## config.mk

```make
export PLATFORM = sky130hd
export DESIGN_NAME = dpram_param
export DESIGN_NICKNAME = d
export VERILOG_FILES = /design/src/rtl/dpram_param.sv
export SDC_FILE = /design/constraint.sdc
export NUM_CORES = 1
export LEC_CHECK = 0
export ABC_AREA = 0
export ABC_CLOCK_PERIOD_IN_PS = 5700
export BUFFER_PORTS_ARGS = -buffer_cell sky130_fd_sc_hd__buf_4
export CAP_MARGIN = 20
export CORE_MARGIN = 3
export CORE_UTILIZATION = 45
export CTS_CLUSTER_SIZE = 12
export DETAILED_ROUTE_END_ITERATION = 7
export PLACE_DENSITY_LB_ADDON = 0.12
export SETUP_SLACK_MARGIN = 0.4
export SLEW_MARGIN = 20
export SYNTH_ARGS = -nofsm -noshare
export SYNTH_HDL_FRONTEND = slang
export SYNTH_SLANG_ARGS = --single-unit
```

## constraint.sdc

```tcl
create_clock -name clk -period 5.7 [get_ports clk]
set_clock_uncertainty 0.1 [all_clocks]
set_input_delay 1.14 -clock clk [delete_from_list [all_inputs] [get_ports clk]]
set_output_delay 1.14 -clock clk [all_outputs]
set_load 0.02 [all_outputs]
```

## src/rtl/dpram_param.sv

```systemverilog
// rtl/dpram_param.sv - simple dual-port RAM with a clear engine, read-valid strobe and sticky error flags
// Optional macro WR_BYPASS_EN: a same-address read during a write returns the new data.
module dpram_param #(
  parameter int                 DATA_W  = 8,
  parameter int                 ADDR_W  = 4,
  parameter int                 DEPTH   = 16,
  parameter logic [DATA_W-1:0]  CLR_VAL = '0
) (
  input  logic              clk,
  input  logic              reset,
  input  logic [DATA_W-1:0] data_in,
  input  logic [ADDR_W-1:0] waddr,
  input  logic              we,
  input  logic [ADDR_W-1:0] raddr,
  input  logic              re,
  input  logic              clr,
  output logic [DATA_W-1:0] data_out,
  output logic              rvalid,
  output logic              init_busy,
  output logic              acc_err,
  output logic              addr_err
);

  typedef enum logic {INIT, READY} state_t;

  localparam logic [ADDR_W:0]   DEPTH_X = (ADDR_W+1)'(DEPTH);
  localparam logic [ADDR_W-1:0] LAST    = ADDR_W'(DEPTH - 1);

  logic [DATA_W-1:0] mem [DEPTH];

  state_t            state_q, state_d;
  logic [ADDR_W-1:0] clr_ptr_q, clr_ptr_d;
  logic [DATA_W-1:0] data_out_q, data_out_d;
  logic              rvalid_q, rvalid_d;
  logic              acc_err_q, acc_err_d;
  logic              addr_err_q, addr_err_d;

  logic              mem_we;
  logic [ADDR_W-1:0] mem_waddr;
  logic [DATA_W-1:0] mem_wdata;
  logic [DATA_W-1:0] rd_word;
  logic              waddr_ok, raddr_ok;

  assign waddr_ok = {1'b0, waddr} < DEPTH_X;
  assign raddr_ok = {1'b0, raddr} < DEPTH_X;

`ifdef WR_BYPASS_EN
  assign rd_word = (we && (waddr == raddr)) ? data_in : mem[raddr];
`else
  assign rd_word = mem[raddr];
`endif

  always_comb begin
    state_d    = state_q;
    clr_ptr_d  = clr_ptr_q;
    data_out_d = data_out_q;
    rvalid_d   = 1'b0;
    acc_err_d  = acc_err_q;
    addr_err_d = addr_err_q;
    mem_we     = 1'b0;
    mem_waddr  = waddr;
    mem_wdata  = data_in;
    case (state_q)
      INIT: begin
        // The clear engine owns the write port; user accesses are only flagged.
        mem_we    = 1'b1;
        mem_waddr = clr_ptr_q;
        mem_wdata = CLR_VAL;
        if (clr_ptr_q == LAST) begin
          state_d   = READY;
          clr_ptr_d = '0;
        end else begin
          clr_ptr_d = clr_ptr_q + 1'b1;
        end
        if (we || re) acc_err_d = 1'b1;
      end
      READY: begin
        if (clr) begin
          state_d   = INIT;
          clr_ptr_d = '0;
          if (we || re) acc_err_d = 1'b1;
        end else begin
          if (we) begin
            if (waddr_ok) mem_we = 1'b1;
            else          addr_err_d = 1'b1;
          end
          if (re) begin
            rvalid_d = 1'b1;
            if (raddr_ok) begin
              data_out_d = rd_word;
            end else begin
              data_out_d = '0;
              addr_err_d = 1'b1;
            end
          end
        end
      end
      default: state_d = INIT;
    endcase
  end

  always_ff @(posedge clk or negedge reset) begin
    if (!reset) begin
      state_q    <= INIT;
      clr_ptr_q  <= '0;
      data_out_q <= '0;
      rvalid_q   <= 1'b0;
      acc_err_q  <= 1'b0;
      addr_err_q <= 1'b0;
    end else begin
      state_q    <= state_d;
      clr_ptr_q  <= clr_ptr_d;
      data_out_q <= data_out_d;
      rvalid_q   <= rvalid_d;
      acc_err_q  <= acc_err_d;
      addr_err_q <= addr_err_d;
    end
  end

  // Array has no reset; contents are defined by the clear engine.
  always_ff @(posedge clk) begin
    if (mem_we) mem[mem_waddr] <= mem_wdata;
  end

  assign data_out  = data_out_q;
  assign rvalid    = rvalid_q;
  assign init_busy = (state_q == INIT);
  assign acc_err   = acc_err_q;
  assign addr_err  = addr_err_q;

endmodule

```

==> results.tsv <==
stage	metric	value	unit
yosys	count of state elements after synthesis	143	
clock_tree	post_cts resized	0	
clock_tree	total CTS buffers	17	
layout	commonest non-fill, non-tap cell in the layout	edfxtp_1	
routing	Total Wirelength	10.8	mm
floorplan	I/O pin count	33	
routing	Antenna Nets Post-Route	0	
timing	Slew @ Worst Pin	0.978	ns
worst_setup_path	WS Path Type	flip-flop to output pin	
clock_tree	Post-CTS Setup Bufs	0	
timing	Hold Fails Final Rpt	0	
timing	Fmax achieved	0.341	GHz
clock_tree	clk_lat worst skew	0.40	ns
layout	antenna cell count	0	
worst_setup_path	CP required	4.46	ns
clock_tree	CTS clk-pin slew, worst paths	0.06	ns
yosys	EDFF count, synth	128	
routing	via count	2759	
clock_tree	cts hold-fix bufs	0	
yosys	Synth Warn #	0	
power_and_ir_drop	Peak VDD IR	0.275	mV
worst_setup_path	crit end category	output pin	
routing	DR WL/cell	20.8	um
yosys	Post-Syn Instances	301	
global_route	largest net degree at the start of global routing	36	
yosys	Post-Syn Area	0.00569	mm^2
timing	RSZ-0062 raised after global routing	no	
power_and_ir_drop	Lkg Pwr	0.00233	uW
min_path	Hold Path Class	flip-flop to flip-flop	
timing	Final period util	51.5	%
floorplan	row count	40	
place	GP Congestion	0.773	
global_route	first-pass GRT wire length	16.7	mm
clock_tree	TritonCTS clock tree	done	
floorplan	Initial Utilization	46.6	%
floorplan	die height	118	um
worst_setup_path	crit start category	flip-flop	
power_and_ir_drop	Tot Pwr	3080	uW
floorplan	floorplan core area	0.0122	mm^2
outcome	status	finished, final reports clean	
clock_tree	Max Root-Sink Buffers	2	
layout	# nets final	359	
layout	layout cells sized above 1	26.3	%
yosys	post-synth cell types	38	
global_route	initial antenna violation count	0	
yosys	register area share after synthesis	74.1	%
global_route	vias in the first global route	2896	
worst_setup_path	CP arrival	1.69	ns
routing	Initial DRC Count	178	
floorplan	die width	118	um
global_route	Tot GR Track Use	16.3	%
clock_tree	clock root buffer	clkbuf_16	
clock_tree	CTS Sinks	143	
yosys	Async SR Flop Fraction	10.5	%
timing	Max Transition Viols Final	0	
power_and_ir_drop	Cell Pwr Density	466	mW/mm^2
global_route	grt total ovfl	0	
clock_tree	CTS HTree Levels	4	
worst_setup_path	FF-to-FF setup slack	2.93	ns
routing	1st-pass router iterations	4	
yosys	Synth Area per Inst	18.9	um^2
yosys	Primary FF master, synth	edfxtp_1	
routing	vias per cell	5.33	
place	Buffers on Ports	31	
timing	post-layout min period	2.93	ns
run	maxcap violations	0	
layout	Layout Utilization	54.2	%
routing	Post-route DRC	0	
floorplan	Die Area	0.0140	mm^2
layout	Syn-to-layout area delta	16.2	%
place	HPWL reported at the end of detailed placement	6.88	mm
timing	Slew HR	34.5	%
yosys	syn nets	323	
timing	Setup TNS Final	0	ns
layout	commonest non-fill, non-tap cells in the layout	128 x edfxtp_1, 31 x buf_4, 29 x mux4_2	
worst_setup_path	crit path max fanout	25	
timing	endpoints failing setup	0	
## layout make-up
class	count	area, um^2
Clock buffer	26	529
Clock inverter	6	28.8
Fill cell	1003	5600
Inverter	3	11.3
Multi-Input combinational cell	141	1380
Sequential cell	143	4220
Tap cell	168	210
Timing Repair Buffer	31	233
## sequential cells by signal, summed over array words and instances, names as in the netlist
register and flops:
data_out 8, clr_ptr_q 4, mem 128, state_q 1
rvalid 1, acc_err 1
## metal layers
metal / vias to the layer above / track usage [%] / share of wire, %
met5: - / 0 / 0
met4: 0 / 4.78 / 0.90
met3: 8 / 5.12 / 4.0
met2: 58 / 25.8 / 50
met1: 1416 / 21.9 / 45
li1: 1277 / - / -
## cells in the mapped netlist (all sizes together), types with 2 or more instances
cell | n | area [um^2]
a21oi | 2 | 10.0
a22oi | 3 | 22.5
a2bb2oi | 5 | 43.8
and2 | 8 | 50.1
buf | 11 | 70.1
clkbuf | 3 | 11.3
dfrtp | 15 | 375
edfxtp | 128 | 3840
inv | 3 | 11.3
mux2 | 3 | 33.8
mux2i | 19 | 190
mux4 | 29 | 653
nand2 | 10 | 37.5
nand2b | 3 | 18.8
nand3 | 3 | 15.0
nand3b | 3 | 22.5
nor2 | 24 | 90.1
o211ai | 2 | 15.0
o21ai | 10 | 50.0
o21bai | 2 | 15.0
## report_power, final
group          internal [uW]  switching [uW]  total [uW]
logic                    207             353         560
registers               1420            87.0        1510
clock network            633             384        1020
## kinds of logic after synthesis
family / after synthesis / share of synthesized area [%]
adders and majority gates: 1 / 0.220
other: 1 / 0.0659
DFF: 143 / 74.1
buffers and inverters: 17 / 1.63
AOI/OAI and AO/OA: 32 / 3.89
muxes: 51 / 15.4
and+or+nand+nor: 56 / 4.70
## metrics by stage
stage | cell area (um^2) | setup slack [ns] | hold WS [ns] | std cells
4_1_cts | 6610 | 2.74 | 0.389 | 518
2_1_floorplan | 5690 | 3.20 | 0.384 | 301
6_report | 6610 | 2.77 | 0.386 | 518
5_1_grt | 6610 | 2.63 | 0.423 | 518
3_5_place_dp | 6060 | 2.66 | 0.372 | 486
3_3_place_gp | 6060 | 2.67 | 0.364 | 486
## worst max-delay path, stage by stage (launching register included)
cell	delay, ns
dfrtp_1	0.81
inv_1	0.25
buf_4	0.23
## path summary, 6_finish.rpt
path | startpoint | endpoint | cells past startpoint
max in group asynchronous | reset | state_q | 1
min in group asynchronous | reset | data_out[1] | 1
hold / removal | acc_err | acc_err | 1
hold reg to reg | acc_err | acc_err | 1
setup / recovery | state_q | init_busy | 2
setup reg to reg | state_q | mem[5][1] | 3
Power figures use the tool's default switching activity.
